--- src/rtl/zibal_reset_pkg.sv ---
// Shared types for the Carbon1 reset sequencer: FSM states, reset-cause codes
// and a helper for sizing the shared cycle counter.
package zibal_reset_pkg;

  typedef enum logic [1:0] {
    POR   = 2'd0,
    FLASH = 2'd1,
    RUN   = 2'd2,
    HOLD  = 2'd3
  } state_e;

  typedef logic [1:0] cause_t;

  localparam cause_t CAUSE_POR    = 2'b00;
  localparam cause_t CAUSE_BUTTON = 2'b01;
  localparam cause_t CAUSE_SOFT   = 2'b10;

  function automatic int unsigned maxOf3(int unsigned a, int unsigned b, int unsigned c);
    int unsigned m;
    m = (a > b) ? a : b;
    return (m > c) ? m : c;
  endfunction

endpackage

--- src/rtl/zibal_reset_sequencer_if.sv ---
// Board-side signals of the reset sequencer: button and SoC request in,
// divided clock, resets and latched cause out.
interface zibal_reset_sequencer_if;
  import zibal_reset_pkg::*;

  logic   io_button_n;
  logic   io_sysReset_req;
  logic   io_sysClock;
  logic   io_sysReset;
  logic   io_flashReset;
  cause_t io_resetCause;

  modport master (
    input  io_button_n, io_sysReset_req,
    output io_sysClock, io_sysReset, io_flashReset, io_resetCause
  );

  modport slave (
    output io_button_n, io_sysReset_req,
    input  io_sysClock, io_sysReset, io_flashReset, io_resetCause
  );

endinterface

--- src/rtl/zibal_sync_debounce.sv ---
// Two-flop synchronizer with an optional debounce filter; DEBOUNCE_CYCLES=0
// passes the synchronized level straight through.
module zibal_sync_debounce #(
  parameter int unsigned DEBOUNCE_CYCLES = 0,
  parameter logic        RESET_VALUE     = 1'b0
) (
  input  logic clk_i,
  input  logic rst_ni,
  input  logic async_i,
  output logic level_o
);

  logic [1:0] sync_q;

  always_ff @(posedge clk_i or negedge rst_ni) begin
    if (!rst_ni) begin
      sync_q <= {2{RESET_VALUE}};
    end else begin
      sync_q <= {sync_q[0], async_i};
    end
  end

  generate
    if (DEBOUNCE_CYCLES == 0) begin : gBypass
      assign level_o = sync_q[1];
    end else begin : gDebounce
      localparam int CW = $clog2(DEBOUNCE_CYCLES + 1);

      logic [CW-1:0] cnt_q;
      logic          stable_q;

      // Accept a new level only after DEBOUNCE_CYCLES consecutive disagreeing samples.
      always_ff @(posedge clk_i or negedge rst_ni) begin
        if (!rst_ni) begin
          cnt_q    <= '0;
          stable_q <= RESET_VALUE;
        end else if (sync_q[1] == stable_q) begin
          cnt_q <= '0;
        end else if (cnt_q == CW'(DEBOUNCE_CYCLES - 1)) begin
          cnt_q    <= '0;
          stable_q <= sync_q[1];
        end else begin
          cnt_q <= cnt_q + CW'(1);
        end
      end

      assign level_o = stable_q;
    end
  endgenerate

endmodule

--- src/rtl/zibal_reset_sequencer.sv ---
// Carbon1 upstream reset stage: divides the board clock, sequences flash then
// SoC reset release, and records why the last reset happened.
module zibal_reset_sequencer
  import zibal_reset_pkg::*;
#(
  parameter int unsigned CLK_DIV         = 2,
  parameter int unsigned POR_CYCLES      = 64,
  parameter int unsigned STRETCH_CYCLES  = 16,
  parameter int unsigned DEBOUNCE_CYCLES = 1000
) (
  input logic                     io_clock,
  input logic                     io_reset,
  zibal_reset_sequencer_if.master bus
);

  localparam int unsigned CNT_MAX = maxOf3(POR_CYCLES, STRETCH_CYCLES, DEBOUNCE_CYCLES);
  localparam int CW   = $clog2(CNT_MAX + 1);
  localparam int HALF = CLK_DIV / 2;
  localparam int DW   = (HALF > 1) ? $clog2(HALF) : 1;

  logic [1:0]    rstSync_q;
  logic          rstSync;
  logic [DW-1:0] divCnt_q;
  logic          sysClock_q;
  logic          btnStable;
  logic          reqSync;
  state_e        state_q;
  logic [CW-1:0] cnt_q;
  logic          sysReset_q;
  logic          flashReset_q;
  cause_t        cause_q;

  always_ff @(posedge io_clock or negedge io_reset) begin
    if (!io_reset) begin
      rstSync_q <= '0;
    end else begin
      rstSync_q <= {rstSync_q[0], 1'b1};
    end
  end

  assign rstSync = rstSync_q[1];

  always_ff @(posedge io_clock or negedge io_reset) begin
    if (!io_reset) begin
      divCnt_q   <= '0;
      sysClock_q <= 1'b0;
    end else if (rstSync) begin
      if (divCnt_q == DW'(HALF - 1)) begin
        divCnt_q   <= '0;
        sysClock_q <= ~sysClock_q;
      end else begin
        divCnt_q <= divCnt_q + DW'(1);
      end
    end
  end

  zibal_sync_debounce #(
    .DEBOUNCE_CYCLES(DEBOUNCE_CYCLES),
    .RESET_VALUE    (1'b1)
  ) uButton (
    .clk_i  (io_clock),
    .rst_ni (io_reset),
    .async_i(bus.io_button_n),
    .level_o(btnStable)
  );

  zibal_sync_debounce #(
    .DEBOUNCE_CYCLES(0),
    .RESET_VALUE    (1'b0)
  ) uRequest (
    .clk_i  (io_clock),
    .rst_ni (io_reset),
    .async_i(bus.io_sysReset_req),
    .level_o(reqSync)
  );

  // The counter is reloaded to 1 on entering a timed state so it already
  // includes the entry cycle and every state lasts exactly its cycle count.
  always_ff @(posedge io_clock or negedge io_reset) begin
    if (!io_reset) begin
      state_q      <= POR;
      cnt_q        <= '0;
      sysReset_q   <= 1'b0;
      flashReset_q <= 1'b0;
      cause_q      <= CAUSE_POR;
    end else if (rstSync) begin
      unique case (state_q)
        POR: begin
          if (cnt_q == CW'(POR_CYCLES)) begin
            state_q      <= FLASH;
            cnt_q        <= CW'(1);
            flashReset_q <= 1'b1;
          end else begin
            cnt_q <= cnt_q + CW'(1);
          end
        end
        FLASH: begin
          if (cnt_q == CW'(STRETCH_CYCLES)) begin
            state_q    <= RUN;
            sysReset_q <= 1'b1;
          end else begin
            cnt_q <= cnt_q + CW'(1);
          end
        end
        RUN: begin
          if (!btnStable || reqSync) begin
            state_q      <= HOLD;
            cnt_q        <= CW'(1);
            sysReset_q   <= 1'b0;
            flashReset_q <= 1'b0;
            cause_q      <= !btnStable ? CAUSE_BUTTON : CAUSE_SOFT;
          end
        end
        HOLD: begin
          if (cnt_q == CW'(STRETCH_CYCLES)) begin
            if (btnStable) begin
              state_q <= POR;
              cnt_q   <= CW'(1);
            end
          end else begin
            cnt_q <= cnt_q + CW'(1);
          end
        end
        default: state_q <= POR;
      endcase
    end
  end

  assign bus.io_sysClock   = sysClock_q;
  assign bus.io_sysReset   = sysReset_q;
  assign bus.io_flashReset = flashReset_q;
  assign bus.io_resetCause = cause_q;

endmodule

--- src/flat_wrapper.sv ---
// flat-port wrapper written by rule: the top's interface ports become plain ports
module zibal_reset_sequencer_flat import zibal_reset_pkg::*;
#(
  parameter int unsigned CLK_DIV         = 2,
  parameter int unsigned POR_CYCLES      = 64,
  parameter int unsigned STRETCH_CYCLES  = 16,
  parameter int unsigned DEBOUNCE_CYCLES = 1000
)
  (io_clock, io_reset, bus_io_button_n, bus_io_sysReset_req, bus_io_sysClock, bus_io_sysReset, bus_io_flashReset, bus_io_resetCause);
  zibal_reset_sequencer_if bus_i ();
  input logic io_clock;
  input logic io_reset;
  input wire logic [$bits(bus_i.io_button_n)-1:0] bus_io_button_n;
  input wire logic [$bits(bus_i.io_sysReset_req)-1:0] bus_io_sysReset_req;
  output wire logic [$bits(bus_i.io_sysClock)-1:0] bus_io_sysClock;
  output wire logic [$bits(bus_i.io_sysReset)-1:0] bus_io_sysReset;
  output wire logic [$bits(bus_i.io_flashReset)-1:0] bus_io_flashReset;
  output wire logic [$bits(bus_i.io_resetCause)-1:0] bus_io_resetCause;
  assign bus_i.io_button_n = bus_io_button_n;
  assign bus_i.io_sysReset_req = bus_io_sysReset_req;
  assign bus_io_sysClock = bus_i.io_sysClock;
  assign bus_io_sysReset = bus_i.io_sysReset;
  assign bus_io_flashReset = bus_i.io_flashReset;
  assign bus_io_resetCause = bus_i.io_resetCause;
  zibal_reset_sequencer #(.CLK_DIV(CLK_DIV), .POR_CYCLES(POR_CYCLES), .STRETCH_CYCLES(STRETCH_CYCLES), .DEBOUNCE_CYCLES(DEBOUNCE_CYCLES)) u_core (.io_clock(io_clock), .io_reset(io_reset), .bus(bus_i));
endmodule
--- config.mk ---
export PLATFORM = sky130hd
export DESIGN_NAME = zibal_reset_sequencer_flat
export DESIGN_NICKNAME = d
export VERILOG_FILES = /design/src/rtl/zibal_reset_pkg.sv /design/src/rtl/zibal_reset_sequencer_if.sv /design/src/rtl/zibal_sync_debounce.sv /design/src/rtl/zibal_reset_sequencer.sv /design/src/flat_wrapper.sv
export SDC_FILE = /design/constraint.sdc
export NUM_CORES = 1
export LEC_CHECK = 0
export BUFFER_PORTS_ARGS = -buffer_cell sky130_fd_sc_hd__buf_4
export CORE_ASPECT_RATIO = 0.5
export CORE_MARGIN = 8
export CORE_UTILIZATION = 60
export CTS_CLUSTER_DIAMETER = 30
export DETAILED_ROUTE_END_ITERATION = 6
export PLACE_DENSITY = 0.78
export SKIP_LAST_GASP = 1
export SLEW_MARGIN = 0
export SYNTH_ARGS = -nofsm -noshare
export SYNTH_HDL_FRONTEND = slang
export SYNTH_SLANG_ARGS = --single-unit
--- constraint.sdc ---
create_clock -name io_clock -period 4.7 [get_ports io_clock]
set_input_delay 0.47 -clock io_clock [delete_from_list [all_inputs] [get_ports io_clock]]
set_output_delay 0.47 -clock io_clock [all_outputs]
set_load 0.01 [all_outputs]
; Yosys cells after proc, flatten, opt, wreduce, memory -nomap -nowiden
; Cells that the tools add are included.
[word_totals]
ff_bits = 35
in_bits = 4
out_inout_bits = 5
word_cells = 65
[op_classes]
addsub = 3
eq_ne = 14
muxes = 21
n_bitwise = 3
n_reduce_logical = 12
[ops]
columns = cell, count
row1 = two-way mux 10 bit, 7
row2 = one-hot mux 10 bit (4 select lines), 1
row3 = adder 10 x 1 -> 10 bit (second input constant), 2
row4 = two-way mux 2 bit, 6
row5 = AND reduction 4 bit, 3
row6 = == test 10 bit (second input constant), 1
row7 = == test 10 x 5 -> 1 bit (second input constant), 1
row8 = == test 10 x 7 -> 1 bit (second input constant), 1
row9 = != test 2 x 1 -> 1 bit (second input constant), 4
row10 = one-hot mux 2 bit (4 select lines), 1
row11 = AND reduction 6 bit, 1
row12 = == test 2 bit (second input constant), 2
row13 = two-way mux 1 bit, 4
row14 = != test 2 bit (second input constant), 2
row15 = one-hot mux 1 bit (2 select lines), 2
row16 = AND reduction 2 bit, 2
row17 = nonzero test 2 bit, 2
row18 = != test 3 bit (second input constant), 1
row19 = inverter 1 bit, 3
row20 = AND reduction 3 bit, 1
row21 = == test 2 x 1 -> 1 bit (second input constant), 1
row22 = logical NOT 2 bit, 1
row23 = adder 1 bit (second input constant), 1
row24 = == test 1 bit, 1
row25 = 2 further kinds, 2

; Longest topological paths before layout
[depth]
word_depth = 4
depth_mapped = 8
mapped_depth_nobuf = 7

; Hierarchy
; From an unflattened synthesis, not the netlist that was laid out.
[unflattened]
cells_unflattened = 165
hier_area_um2 = 1766.7
[by_module_without_submodules]
columns = mod, n_inst, cells_per_inst, area_each_um2, seq_area_each_um2
row1 = zibal_reset_sequencer, 1, 108, 1106.1, 475.5
row2 = zibal_sync_debounce at u_core.uButton, 1, 55, 610.6, 329.1
row3 = zibal_sync_debounce at u_core.uRequest, 1, 2, 50.0, 50.0

; Least setup slack after synthesis
; OpenSTA, ideal clock, no wires.
[synth_path]
kind = reg2reg
startpoint = register u_core.state_q[0]
endpoint = register u_core.cnt_q[9]
setup_ps = 87
arrival_time_ps = 1733
required_ps = 4613
path_slack_ps = 2880
path_stages_with_launch = 9
path_buffers = 1
synth_period_minus_slack_ps = 1820
cell_sequence = dfrtp_1 > inv_1 > ha_1 > nor2_1 > a41oi_1 > o21ai_1 > buf_4 > or4_1 > o211ai_1
[synth_via]
elab_chain_cells = 3
elab_cells_between_ends = 9
classes_between = 6 x eq/ne / 1 x mux / 2 x reduce/logical
[synth_rtl]
columns = element, line
row1 = from (decl), zibal_reset_sequencer.sv:27  ; state_e state_q;
row2 = from (signal assigned), zibal_reset_sequencer.sv:81  ; state_q <= POR;
row3 = from (signal assigned), zibal_reset_sequencer.sv:90  ; state_q <= FLASH;
row4 = from (signal assigned), zibal_reset_sequencer.sv:99  ; state_q <= RUN;
row5 = == test 2 bit / == test 2 x 1 -> 1 bit (equally long branches), zibal_reset_sequencer.sv:87  ; unique case (state_q)
row6 = != test 3 bit (no line) (tied with other cells), -
row7 = AND reduction 4 bit (no line), -
row8 = to (signal assigned), zibal_reset_sequencer.sv:94  ; cnt_q <= cnt_q + CW'(1);
row9 = to (signal assigned), zibal_reset_sequencer.sv:102  ; cnt_q <= cnt_q + CW'(1);
row10 = to (signal assigned), zibal_reset_sequencer.sv:121  ; cnt_q <= cnt_q + CW'(1);
row11 = to (decl), zibal_reset_sequencer.sv:28  ; logic [CW-1:0] cnt_q;
; Parallel ways exist; a longest one is shown, timed or not.
; A chain may end at the register's enable or synchronous reset.

; Worst setup path in the final report
[layout_path]
startpoint = register u_core.cnt_q[0]
endpoint = register u_core.cnt_q[7]
[layout_via]
elab_chain_cells = 3
elab_cells_between_ends = 10
classes_between = 1 x add/sub / 4 x eq/ne / 4 x mux / 1 x reduce/logical
[layout_rtl]
columns = element, line
row1 = adder 10 x 1 -> 10 bit (tied with other cells), "zibal_reset_sequencer.sv:94, zibal_reset_sequencer.sv:102, zibal_reset_sequencer.sv:121"
row2 = two-way mux 10 bit (tied with other cells), zibal_reset_sequencer.sv:115  ; if (cnt_q == CW'(STRETCH_CYCLES)) begin
row3 = one-hot mux 10 bit (4 select lines) / AND reduction 4 bit (equally long branches), -
; Parallel ways exist; a longest one is shown, timed or not. The select of a mux whose other input is x is not followed.

==> run summary <==
The Yosys step of the flow raised 0 warnings. Global routing consumed, over all layers together, 14.3% of the routing resources. The largest buffer count on any clock path was 2. For this run, the top clock speed supported by timing is 459 MHz. Clock skew on the completed layout was measured at 3.05 ps. The layout filler cell count was 198; the minimum setup slack among reg-to-reg paths was 2520 ps.

Yosys attributes the largest share of cell area to dfrtp_1, ha_1, nand2_1, dfstp_2, nor2_1. Buffers inserted during clock tree synthesis total 5. The mean area per synthesized cell was 10.2 um^2; the total wire length was 3130 um.

TritonCTS built the clock tree. The critical path crosses 7 cells after its start point. The largest single stage delay on the critical path is 570 ps. Setup repair after global routing left no endpoint under its margin.

Pin placement for this block handled 9 I/O pins. The die is 54.0 um tall. The top cell type by area accounts for 44.8% of the synthesized area. The routed via count came out at 1245. The share of the Yosys chip area taken by registers is 49.4%. The completed layout was analyzed and its total power is 1.07 mW. Once the floorplan was initialized, standard cells occupied 64.9% of the core. Clock tree synthesis selected as its root buffer the cell clkbuf_8.

The worst setup path is launched from a flop. The final period demand of the worst path came out at 2180 ps. The most used flip-flop cell after synthesis is dfrtp_1. The run finished with clean final reports. The number of enable flip-flop cells after synthesis works out to 0.

The count of unique library cells instantiated by Yosys was 45; the setup violation total in the final timing report was 0. The measured slew at the worst slew-check pin was 651 ps. Counting every sink on the clock net gives 34.

At the end of the flow, the number of nets in the layout was 195. For this run, the detailed router's first-pass iteration total came to 4. The worst setup path is of the flop to flop kind. After clock tree synthesis, the clock-pin slew on the worst setup and hold paths is 70 ps. The run gives 48 as the violation count after the first detailed-route iteration. The area used by sequential logic in the layout came out at 855 um^2. The largest total area in the synthesized netlist belongs to dfrtp_1.

The total core area was 2670 um^2. The worst register-to-register path ends at u_core.cnt_q[7]. The tools report the detailed-placement wirelength estimate as 2170 um.

The maximum number of pins on one net before global-route repair came out at 35. Dividing total power by cell area gives a power density of 552 nW/um^2. Cell with the biggest individual delay on the critical path: o21ai_1. Buffers inserted to repair hold after CTS numbered 0. Of the available clock period, the critical path in the final layout requires 46.4%. Total count of max-transition violations in the final report: 0. For the worst-skew pair, the clock arrives at the later sink with an insertion delay of 280 ps. The die covers 4960 um^2. Across the run, the number of max-cap violations was 0. The combined area of all synthesized cells came out at 1730 um^2. The run gives 182 as the number of nets in the synthesized netlist. In the synthesized netlist the async set-or-reset flop fraction comes to 100%. Counting flops and latches in the post-synthesis netlist gives 34. In the final layout, the share of cells above drive strength 1 is 14.7%. After detailed routing, the average wire length per cell comes to 14.2 um.

For the worst setup path, the data required time is 4860 ps. For the number of antenna violations at the first check in global routing, the log shows 0. The signal on the critical path passes through inv_1, ha_1, nor3b_2, nand4b_2, o21ai_1, or2_1, o31ai_1. The total cell area at the placement stage was 1820 um^2.

The worst voltage drop across the vdd grid was 265 uV. The number of global-route vias before repair is 1211, and the weighted congestion reported at the end of routability-driven placement is 0.875. Data arrives at the worst endpoint at 2340 ps. For this run, design rule violations remaining after detail routing come to 0. Input and output buffers added on the ports amount to 8.

Once the clock tree was built, the resizer swapped 0 gates to a different size. The startpoint of the worst register-to-register path was u_core.cnt_q[0]. The tools report the total number of placement rows as 13. The via-per-instance ratio came out at 5.63. After clock tree synthesis, the setup repair step added 0 buffers. The tools report the area of the multi-input gates as 822 um^2. The number of cells on the worst reg-to-reg path is 7, and the number of H-tree levels is 2. The first global-routing pass estimated 5510 um of wire. The number of buffer and inverter stages on the critical path works out to 1.

The worst hold path class was input port to asynchronous set/reset pin. X dimension of the die: 91.9 um. In the post-route analysis, the smallest setup slack over all paths is 2520 ps. Setup total negative slack on the finished layout was measured at 0 ps. The post-synthesis cell count came out at 170.

The count of nets left with antenna violations once routing finished came out at 0. Summed over all layers, the global routing overflow is 0. The worst setup path is captured at a flop. The worst pin sits at a relative slew slack of 56.3%. The peak fanout along the critical path is 11. The family of cells with the greatest summed delay on the critical path is simple AND/OR/NAND/NOR gates. OpenSTA, run right after detailed placement, puts the worst setup slack at 2550 ps. The layout overhead on the synthesized area is 12.1%.

The final cell utilization of the core is 72.7%. In the post-synthesis netlist, the cell with the most instances is dfrtp_1. The area of all placed cells without fillers was 1940 um^2. Final-report hold violation count: 0. Counting instances in the post-synthesis netlist gives the leading cell types as dfrtp_1, nand2_1, nor2_1.

0 antenna diodes ended up in the layout. The total leakage power is 0.874 nW.
==> cells by family (layout without fill, tap and decap cells) <==
logic type               Yosys count  in the layout  share of synthesized area [%]
AO/OA/AOI/OAI                     33             33                           13.8
XOR/XNOR                          10             10                           5.06
adder cells (fa/ha/maj)            8              8                           5.78
buffers and inverters             13             27                           3.11
flip-flops                        34             34                           49.4
multiplexers                       3              3                           2.10
other                              1              1                          0.217
AND/OR/NAND/NOR                   68             68                           20.5
==> routing by layer <==
layer	part of all wire, %	GRT usage (%)	routed length (um)	up-vias
li1	-	-	-	617
met1	47	16.7	1460	594
met2	47	21.9	1470	30
met3	5.6	7.34	175	4
met4	0.89	6.60	28	0
met5	0	0	0	-
==> worst max-delay path by stage <==
stage / start / endpoint
2_1_floorplan: u_core.state_q[0] / u_core.cnt_q[9]
6_report: u_core.cnt_q[0] / u_core.cnt_q[7]
3_3_place_gp: u_core.cnt_q[0] / u_core.cnt_q[7]
4_1_cts: u_core.cnt_q[0] / u_core.cnt_q[5]
5_1_grt: u_core.cnt_q[0] / u_core.cnt_q[7]
3_5_place_dp: u_core.cnt_q[0] / u_core.cnt_q[5]
==> power breakdown <==
part	switching [mW]	total, mW	internal (mW)
clock network	0.104	0.276	0.173
registers	0.0811	0.438	0.357
logic	0.192	0.357	0.165
==> placed cells by master (no fill, tap or decap), drive strengths merged, types with 2 or more instances in the layout <==
| cell | netlist | final |
|---|---|---|
| ha | 8 | 8 |
| and3 | 3 | 3 |
| or3 | 2 | 2 |
| o2bb2ai | 3 | 3 |
| buf | 2 | 8 |
| clkbuf | 0 | 7 |
| o31ai | 4 | 4 |
| dfstp | 3 | 3 |
| nand4 | 3 | 3 |
| dfrtp | 31 | 31 |
| xor2 | 4 | 4 |
| or4 | 2 | 2 |
| a31oi | 2 | 2 |
| o21ai | 7 | 7 |
| xnor2 | 6 | 6 |
| nand2b | 2 | 2 |
| nand3 | 5 | 5 |
| o211ai | 3 | 3 |
| a41oi | 2 | 2 |
| nor3b | 2 | 2 |
| mux2 | 2 | 2 |
| a2bb2oi | 3 | 3 |
| a21oi | 5 | 5 |
| inv | 11 | 11 |
| nor3 | 3 | 3 |
| nand2 | 22 | 22 |
| nor2 | 17 | 17 |
==> worst reg2reg max path, cell delays in order (launching register included) <==
cell,delay (ps)
dfrtp_1,430
inv_1,70
ha_1,130
nor3b_2,240
nand4b_2,200
o21ai_1,570
or2_1,310
o31ai_1,110
==> metrics by stage <==
| step | hold slack (ps) | cells |
|---|---|---|
| 3_3_place_gp | 332 | 213 |
| 2_1_floorplan | 174 | 170 |
| 4_1_cts | 131 | 221 |
| 5_1_grt | 151 | 221 |
| 6_report | 117 | 221 |
| 3_5_place_dp | 336 | 213 |
==> area by class of cell <==
| class | count | area share (%) |
|---|---|---|
| Tap cell | 37 | 2.39 |
| Sequential cell | 34 | 44.0 |
| Timing Repair Buffer | 8 | 3.09 |
| Clock buffer | 7 | 4.45 |
| Clock inverter | 1 | 1.55 |
| Inverter | 11 | 2.13 |
| Multi-Input combinational cell | 123 | 42.4 |
==> sequential cells by signal, summed over array words and instances, names as in the netlist <==
register	cells
u_core.uButton.gDebounce.cnt_q	10
u_core.rstSync_q	2
u_core.bus.io_sysClock	1
u_core.bus.io_resetCause	2
u_core.uButton.sync_q	2
u_core.cnt_q	10
u_core.bus.io_sysReset	1
u_core.bus.io_flashReset	1
u_core.uRequest.sync_q	2
u_core.uButton.level_o	1
u_core.state_q	2
No activity file was read; power rests on OpenSTA's default activity.
